==> src/rtl/next_pc_unit.sv <==
// Program-counter / branch-resolution stage with start/run/halt sequencing and a
// programmable branch-target table. Define NPC_REL_BRANCH_EN for pc-relative targets.
module next_pc_unit #(
    parameter int PC_W   = 10,
    parameter int TBL_AW = 4
) (
    input  logic              clk,
    input  logic              reset,
    input  logic              start,
    input  logic [PC_W-1:0]   start_addr,
    input  logic              stall_i,
    input  logic              branch_en,
    input  logic [TBL_AW-1:0] branch_idx,
    input  logic [7:0]        alu_rslt,
    input  logic              halt_i,
    input  logic              tbl_we,
    input  logic [TBL_AW-1:0] tbl_waddr,
    input  logic [PC_W-1:0]   tbl_wdata,
    output logic [PC_W-1:0]   pc,
    output logic              running,
    output logic              done,
    output logic              br_taken
);

    localparam int TBL_D = 1 << TBL_AW;

    typedef enum logic [1:0] {
        ST_IDLE   = 2'd0,
        ST_RUN    = 2'd1,
        ST_HALTED = 2'd2
    } state_t;

    state_t            r_state;
    state_t            w_state_nxt;
    logic [PC_W-1:0]   r_pc;
    logic [PC_W-1:0]   w_pc_nxt;
    logic              r_running;
    logic              r_done;
    logic              r_br_taken;
    logic              w_done_nxt;
    logic              w_br_nxt;
    logic [PC_W-1:0]   r_tbl [TBL_D];
    logic [PC_W-1:0]   w_entry;
    logic [PC_W-1:0]   w_target;
    logic              w_taken;
    logic              w_alu_unused;

    // Table read is taken from the registered array, so a same-cycle write is not yet visible.
    assign w_entry      = r_tbl[branch_idx];
    assign w_taken      = branch_en & alu_rslt[0];
    assign w_alu_unused = ^alu_rslt[7:1];

`ifdef NPC_REL_BRANCH_EN
    // Equal-width modular add is identical to adding the sign-extended entry and truncating.
    assign w_target = r_pc + w_entry;
`else
    assign w_target = w_entry;
`endif

    // Next-state, next-pc and pulse generation with stall > halt > branch > sequential priority.
    always_comb begin
        w_state_nxt = r_state;
        w_pc_nxt    = r_pc;
        w_done_nxt  = 1'b0;
        w_br_nxt    = 1'b0;
        case (r_state)
            ST_IDLE, ST_HALTED: begin
                if (start) begin
                    w_pc_nxt    = start_addr;
                    w_state_nxt = ST_RUN;
                end else begin
                    w_pc_nxt    = r_pc;
                    w_state_nxt = r_state;
                end
            end
            ST_RUN: begin
                if (stall_i) begin
                    w_pc_nxt = r_pc;
                end else if (halt_i) begin
                    w_state_nxt = ST_HALTED;
                    w_done_nxt  = 1'b1;
                end else if (w_taken) begin
                    w_pc_nxt = w_target;
                    w_br_nxt = 1'b1;
                end else begin
                    w_pc_nxt = r_pc + {{(PC_W-1){1'b0}}, 1'b1};
                end
            end
            default: begin
                w_state_nxt = ST_IDLE;
                w_pc_nxt    = r_pc;
            end
        endcase
    end

    // Sequencer state, pc and registered status outputs.
    always_ff @(posedge clk) begin
        if (reset) begin
            r_state    <= ST_IDLE;
            r_pc       <= {PC_W{1'b0}};
            r_running  <= 1'b0;
            r_done     <= 1'b0;
            r_br_taken <= 1'b0;
        end else begin
            r_state    <= w_state_nxt;
            r_pc       <= w_pc_nxt;
            r_running  <= (w_state_nxt == ST_RUN);
            r_done     <= w_done_nxt;
            r_br_taken <= w_br_nxt;
        end
    end

    // Branch-target table; writable in every state, cleared by reset.
    always_ff @(posedge clk) begin
        if (reset) begin
            for (int i = 0; i < TBL_D; i++) begin
                r_tbl[i] <= {PC_W{1'b0}};
            end
        end else if (tbl_we) begin
            r_tbl[tbl_waddr] <= tbl_wdata;
        end else begin
            r_tbl[tbl_waddr] <= r_tbl[tbl_waddr];
        end
    end

    assign pc       = r_pc;
    assign running  = r_running;
    assign done     = r_done;
    assign br_taken = r_br_taken;

endmodule

==> config.mk <==
export PLATFORM = sky130hd
export DESIGN_NAME = next_pc_unit
export DESIGN_NICKNAME = d
export VERILOG_FILES = /design/src/rtl/next_pc_unit.sv
export SDC_FILE = /design/constraint.sdc
export NUM_CORES = 1
export LEC_CHECK = 0
export ABC_AREA = 1
export CAP_MARGIN = 10
export CORE_UTILIZATION = 30
export DETAILED_ROUTE_END_ITERATION = 10
export HOLD_SLACK_MARGIN = 0.08
export SYNTH_ARGS = -nofsm -noshare
export SYNTH_HDL_FRONTEND = slang
export SYNTH_SLANG_ARGS = --single-unit
==> constraint.sdc <==
create_clock -name clk -period 2.09 [get_ports clk]
set_clock_uncertainty 0.2 [all_clocks]
set_input_delay 0.418 -clock clk [delete_from_list [all_inputs] [get_ports clk]]
set_output_delay 0.418 -clock clk [all_outputs]
set_load 0.01 [all_outputs]
# ---- After elaboration in Yosys (flattened, before gate mapping)
# Memory sizes are Yosys's and may differ from the RTL's.
# Index checks and enable logic that the tools add are counted.
dict set report classes {
  eq_ne 7
  n_reduce_logical 8
  bitwise 3
  mux 23
  addsub 1
}
# op n
set ops {}
lappend ops {{10-bit two-way mux} 6}
lappend ops {{10-bit one-hot mux with 2 select lines} 1}
lappend ops {{1-bit two-way mux} 11}
lappend ops {{10-bit by 1-bit adder with 10-bit output, second input constant} 1}
lappend ops {{10-bit OR reduction} 1}
lappend ops {{2-bit two-way mux} 3}
lappend ops {{2-bit != test, second input constant} 3}
lappend ops {{2-bit by 1-bit equality test with 1-bit output, second input constant} 2}
lappend ops {{4-bit two-way mux} 1}
lappend ops {{2-bit one-hot mux with 2 select lines} 1}
lappend ops {{4-bit AND reduction} 1}
lappend ops {{4-bit OR reduction} 1}
lappend ops {{3-bit OR reduction} 1}
lappend ops {{2-bit equality test, second input constant} 1}
lappend ops {{2-bit logical NOT} 1}
lappend ops {{2-bit AND reduction} 1}
lappend ops {{2-bit nonzero test} 1}
lappend ops {{2-bit OR reduction} 1}
lappend ops {{1-bit bitwise AND} 1}
lappend ops {{0-bit != test} 1}
lappend ops {{1-bit inverter} 1}
lappend ops {{1-bit OR} 1}
dict set report word_totals {
  register_bits 15
  inputBits 43
  elab_cells 48
  out_inout_bits 13
  ram_bits 160
  memories 1
}
# memory depth width rd rd_clocked_by_memory_dff wr line_no
set memory_table {}
lappend memory_table {r_tbl 16 10 1 0 16 42} ;# logic [PC_W-1:0] r_tbl [TBL_D];

# ---- Logic depth before layout (Yosys ltp)
dict set report logic_depth {
  ltp_word 7
  mapped_depth 14
  depth_no_buf 11
}

# ---- Worst setup path before layout
# Ideal clock, no wire load.
dict set report synth_path {
  path_kind {in2reg}
  startpoint {input port reset}
  endpoint {memory r_tbl[5][0], enable pin}
  required_ns 1.550
  path_buffers 1
  arrival_ns 1.283
  path_stages 6
  setup_slack_ns 0.267
  setup_ns 0.340
  cell_sequence {inv_2 nand2_1 nor2_1 nand2_1 buf_2 nand2_1}
}
# element line_no
set synth_lines {}
lappend synth_lines {{start: declaration} 8} ;# input logic reset,
lappend synth_lines {{end: declaration} 42}

# ---- Worst setup path after layout
dict set report layout_path {
  startpoint {register r_pc[5], in the netlist pc[5]}
  endpoint {output port pc[5]}
}
# element line_no
set layout_lines {}
lappend layout_lines {{start: declaration} 35} ;# logic [PC_W-1:0] r_pc;
lappend layout_lines {{start signal: assignment} 100} ;# r_pc <= {PC_W{1'b0}};
lappend layout_lines {{start signal: assignment} 106} ;# r_pc <= w_pc_nxt;
lappend layout_lines {{end: declaration} 19} ;# output logic [PC_W-1:0] pc,
# No word-level cell between the ends.

==> results.md <==
- The mapped netlist covers slightly above 8000 sq um.
- Setup violations remaining at the end of the flow were counted as 0.
- The dominant combinational cell family by area after synthesis is simple AND/OR/NAND/NOR gates.
- Measured in cells, the most critical reg-to-reg path has a length of 10.
- Across all layers, the routed design uses approximately 6,500 vias.
- The synthesis warning total is 0.
- Leaving out fill and tap cells, the most frequent cells in the layout are sky130_fd_sc_hd__nor2_1 (270), sky130_fd_sc_hd__nand2_1 (184), sky130_fd_sc_hd__edfxtp_1 (160).
- The clock network fraction of design power is 0.372.
- The width of the die is 168.5 um.
- The TritonCTS clock tree is yes.
- The first global-routing pass estimated roughly 35,000 um of wire.
- The non-filler instance count after layout is approximately 1,400.
- The final wirelength is about 22,000 um.
- Entering global routing, the biggest net connects 38 pins.
- Power comes to 8.071 mW.
- For the pin with the worst max-slew slack, the measured transition is about 340 ps.
- The path class of the tightest hold or removal check is reg -> reg.
- The net count of the mapped netlist is roughly 970.
- The adder-cell share of the synthesized area is 0.001504.
- The net switching power is about 2.1 mW.
- The leakage power is roughly 4.2 nW.
- The die covers 28,400 sq um.
- The maximum number of buffers from clock root to sink is 2.
- Along the worst path, the maximum fanout reaches 5.
- The average cell area after synthesis is about 9.0 sq um.
- On the final layout, the worst hold slack is about 290 ps.
- The worst setup path is captured at an output pin.
- The cell with the largest stage delay on the worst path is sky130_fd_sc_hd__clkdlybuf4s50_1.
- Counting both buffers and inverters, the worst setup path holds a total of 1.
- The growth of design area from synthesis to finish is 24.89%.
- Across every metal layer, demand over resource in global routing totals 0.1630.
- The initial antenna violation count was 0.
- The final HPWL from detailed placement is 14,990 um.
- Clock tree synthesis inserted a total of 17 buffers.
- The site row count is 60.
- The final routed DRC violation total is 0.
- The share of final-layout standard cells stronger than drive strength 1 is 0.1240.
- The combinational group share of total power is 0.121.
- STA classifies the critical path startpoint as a flop.
- The post-CTS setup repair buffer count is 0.
- After synthesis the netlist holds a flip-flop and latch count of roughly 180.
- In the routed layout, each cell is associated on average with a via count of ~4.7.
- Setup repair after global routing left no endpoint under its margin.
- After filler insertion, the fill cell instance count of the layout stands at between 2,000 and 3,000.
- Of the available clock period, the critical path in the final layout requires 0.9827.
- For this configuration, the core starts out at a cell density of 0.3069.
- The type of the setup path with the least slack is reg -> out.
- The required time at the worst-slack endpoint is approximately 1500 ps.
- The headroom to the max-slew limit is 0.7687.
- Counting every instance in the synthesized netlist gives between 900 and 1,000.
- The clock edge transition at the registers on the reported setup and hold paths is about 70 ps.
- Of the post-synthesis cell area, the part taken by muxes is 0.
- On the worst path, the slowest cell contributes a delay of ~570 ps.
- The CTS H-tree depth is 4.
- In the final design database the tool counted roughly 1,100 nets.
- The most common cell after layout, fill and taps aside is sky130_fd_sc_hd__nor2_1.
- The area of the multi-input gates is 2654 sq um.
- The register share of total power is 0.507.
- The flow ran to the end, and the final reports show no timing, DRC or antenna violations.
- Of the total power, the share spent switching nets is 0.2598.
- In this run the vertical extent of the chip is between 150 and 200 um.
- Global routing finished with a remaining overflow of 0.
- The total inserted antenna cells is 0.
- For this run, the top clock speed supported by timing is just under 500 MHz.
- Port buffering added 48 buffers.
- The power per unit of standard cell area is between 700 and 800 nW/um^2.
- The length of the first detailed-routing pass in iterations is 5.
- The final weighted congestion in routability-driven placement is between 0.8 and 0.9.
- The violation count after the first detailed-route iteration is 703.
- The internal power contribution is between 5 and 6 mW.
- The largest delay contributor family on the critical path is buffers and inverters.
- The synthesized-area fraction occupied by ao, oa, aoi and oai cells is 0.05415.
- The number of failing hold endpoints at the final stage is 0.
- Of the synthesized area, sequential elements account for 0.6137.
- The worst-case IR drop observed on VDD is 620.0 uV.
- Summing all flip-flop and latch instances after layout gives slightly above 5000 sq um.
- In this run the count of I/O pins placed on the die edge is 56.
- The endpoint arrival time on the critical path is 1440 ps.
- At the later pin of the worst-skew pair, clock insertion delay measures 440 ps.
- The share of the synthesized netlist area taken by xor and xnor gates is 0.001053.
- The count of pins over their slew limit was 0.
- The remaining number of nets flagged by the antenna check after routing is 0.
- The signal on the critical path passes through clkdlybuf4s50_1.
- In this run the number of cells on the critical path is 1.
- The number of unique standard cell types used by synthesis is 28.
- The clock period could shrink to 2054 ps.
- After clock tree synthesis, the flow added hold-fix buffers numbering 0.
- The tool flagged a number of max-cap violations equal to 0.
- The core region is approximately 27,000 sq um.
- For this design, the sink count on the clock tree is around 180.
- The number of cells in the design after placement is approximately 1,400.
- The cell sitting at the root of the clock tree is a sky130_fd_sc_hd__clkbuf_16.
- The routed length per instance is approximately 16 um.
- The simple-gate portion of the synthesized area is 0.2623.
- The via count of the first global-routing pass is 6,337.
- The worst hold path passes through 2 cells.
==> Yosys cell counts <==
cell / instances / area [sq um]
sky130_fd_sc_hd__a21oi_1: 21 / 105.1
sky130_fd_sc_hd__a21oi_2: 1 / 8.760
sky130_fd_sc_hd__a22oi_1: 2 / 15.01
sky130_fd_sc_hd__buf_2: 31 / 155.2
sky130_fd_sc_hd__buf_4: 5 / 37.54
sky130_fd_sc_hd__buf_6: 8 / 90.09
sky130_fd_sc_hd__buf_8: 1 / 15.01
sky130_fd_sc_hd__clkbuf_1: 17 / 63.81
sky130_fd_sc_hd__clkinv_1: 1 / 3.750
sky130_fd_sc_hd__dfxtp_1: 15 / 300.3
sky130_fd_sc_hd__edfxtp_1: 160 / 4805
sky130_fd_sc_hd__ha_1: 1 / 12.51
sky130_fd_sc_hd__inv_1: 48 / 180.2
sky130_fd_sc_hd__inv_2: 2 / 7.510
sky130_fd_sc_hd__inv_4: 1 / 6.260
sky130_fd_sc_hd__nand2_1: 184 / 690.7
sky130_fd_sc_hd__nand3_1: 84 / 420.4
sky130_fd_sc_hd__nand4_1: 2 / 12.51
sky130_fd_sc_hd__nor2_1: 270 / 1013
sky130_fd_sc_hd__nor3_2: 2 / 20.02
sky130_fd_sc_hd__nor4_1: 1 / 6.260
sky130_fd_sc_hd__o211ai_1: 4 / 30.03
sky130_fd_sc_hd__o21ai_0: 47 / 235.2
sky130_fd_sc_hd__o21ai_1: 8 / 40.04
sky130_fd_sc_hd__o21bai_1: 1 / 7.510
sky130_fd_sc_hd__o32ai_1: 1 / 8.760
sky130_fd_sc_hd__or2_2: 3 / 18.77
sky130_fd_sc_hd__xor2_1: 1 / 8.760
==> cells by family (layout without fill, tap and decap cells) <==
family | Yosys count | after routing
AO/OA/AOI/OAI | 85 | 85
XOR/XNOR | 1 | 1
adder cells (fa/ha/maj) | 1 | 1
buffers and inverters | 114 | 216
flip-flops | 175 | 175
AND/OR/NAND/NOR | 546 | 546
==> layout make-up <==
class	count	share of cell area
clock inverter	15	0.01228
inverter	52	0.01903
sequential	175	0.4918
tap	372	0.04480
multi-input combinational	633	0.2555
clock buffer	17	0.04095
timing repair buffer	132	0.1357
==> stage by stage <==
stage | utilization | area, sq um | setup slack [ps] | setup TNS [ps]
6_report | 0.3833 | 10390 | 36.14 | 0
5_1_grt | 0.3833 | 10390 | 0.5947 | 0
4_1_cts | 0.3831 | 10380 | 32.30 | 0
3_5_place_dp | 0.3627 | 9828 | -316.8 | -41630
3_3_place_gp | 0.3627 | 9828 | -321.1 | -38920
2_1_floorplan | - | 8318 | 267.3 | 0
==> state kept, by name, indices dropped and copies added, names as in the netlist <==
name and flops:
r_state 2, running 1, br_taken 1, done 1, pc 10, r_tbl 160
==> per-layer routing <==
layer | wire length (um) | GRT usage | vias up
met3 | 1394 | 0.02665 | 36
li1 | - | - | 3202
met1 | 9710 | 0.2130 | 3060
met5 | 0 | 0 | -
met4 | 510 | 0.06403 | 0
met2 | 10740 | 0.2703 | 225
==> power groups by stage <==
stage                     Sequential [mW]  Clock [mW]  Combinational (mW)
after global placement               4.16           0               0.968
after floorplan                      4.15           0               0.498
after detailed placement             4.17           0               0.976
after global routing                 4.11        3.16                1.07
final                                4.09        3.00               0.979
after CTS                            4.09        3.04               0.979
==> timing repair <==
action,in CTS,in global routing
pin swaps,0,0
setup endpoints to repair,1,3
gates resized for setup,1,3
==> path summary, 6_finish.rpt <==
check / from / slack, ps / to
worst min register to register: r_state[1]$_SDFF_PP0_ / 290 / r_state[1]$_SDFF_PP0_
worst max register to register: pc[1]$_SDFFE_PP0P_ / 240 / pc[6]$_SDFFE_PP0P_
worst max-delay path: pc[5]$_SDFFE_PP0P_ / 40 / pc[5]
worst min-delay path: r_state[1]$_SDFF_PP0_ / 290 / r_state[1]$_SDFF_PP0_
Power figures use the tool's default switching activity.
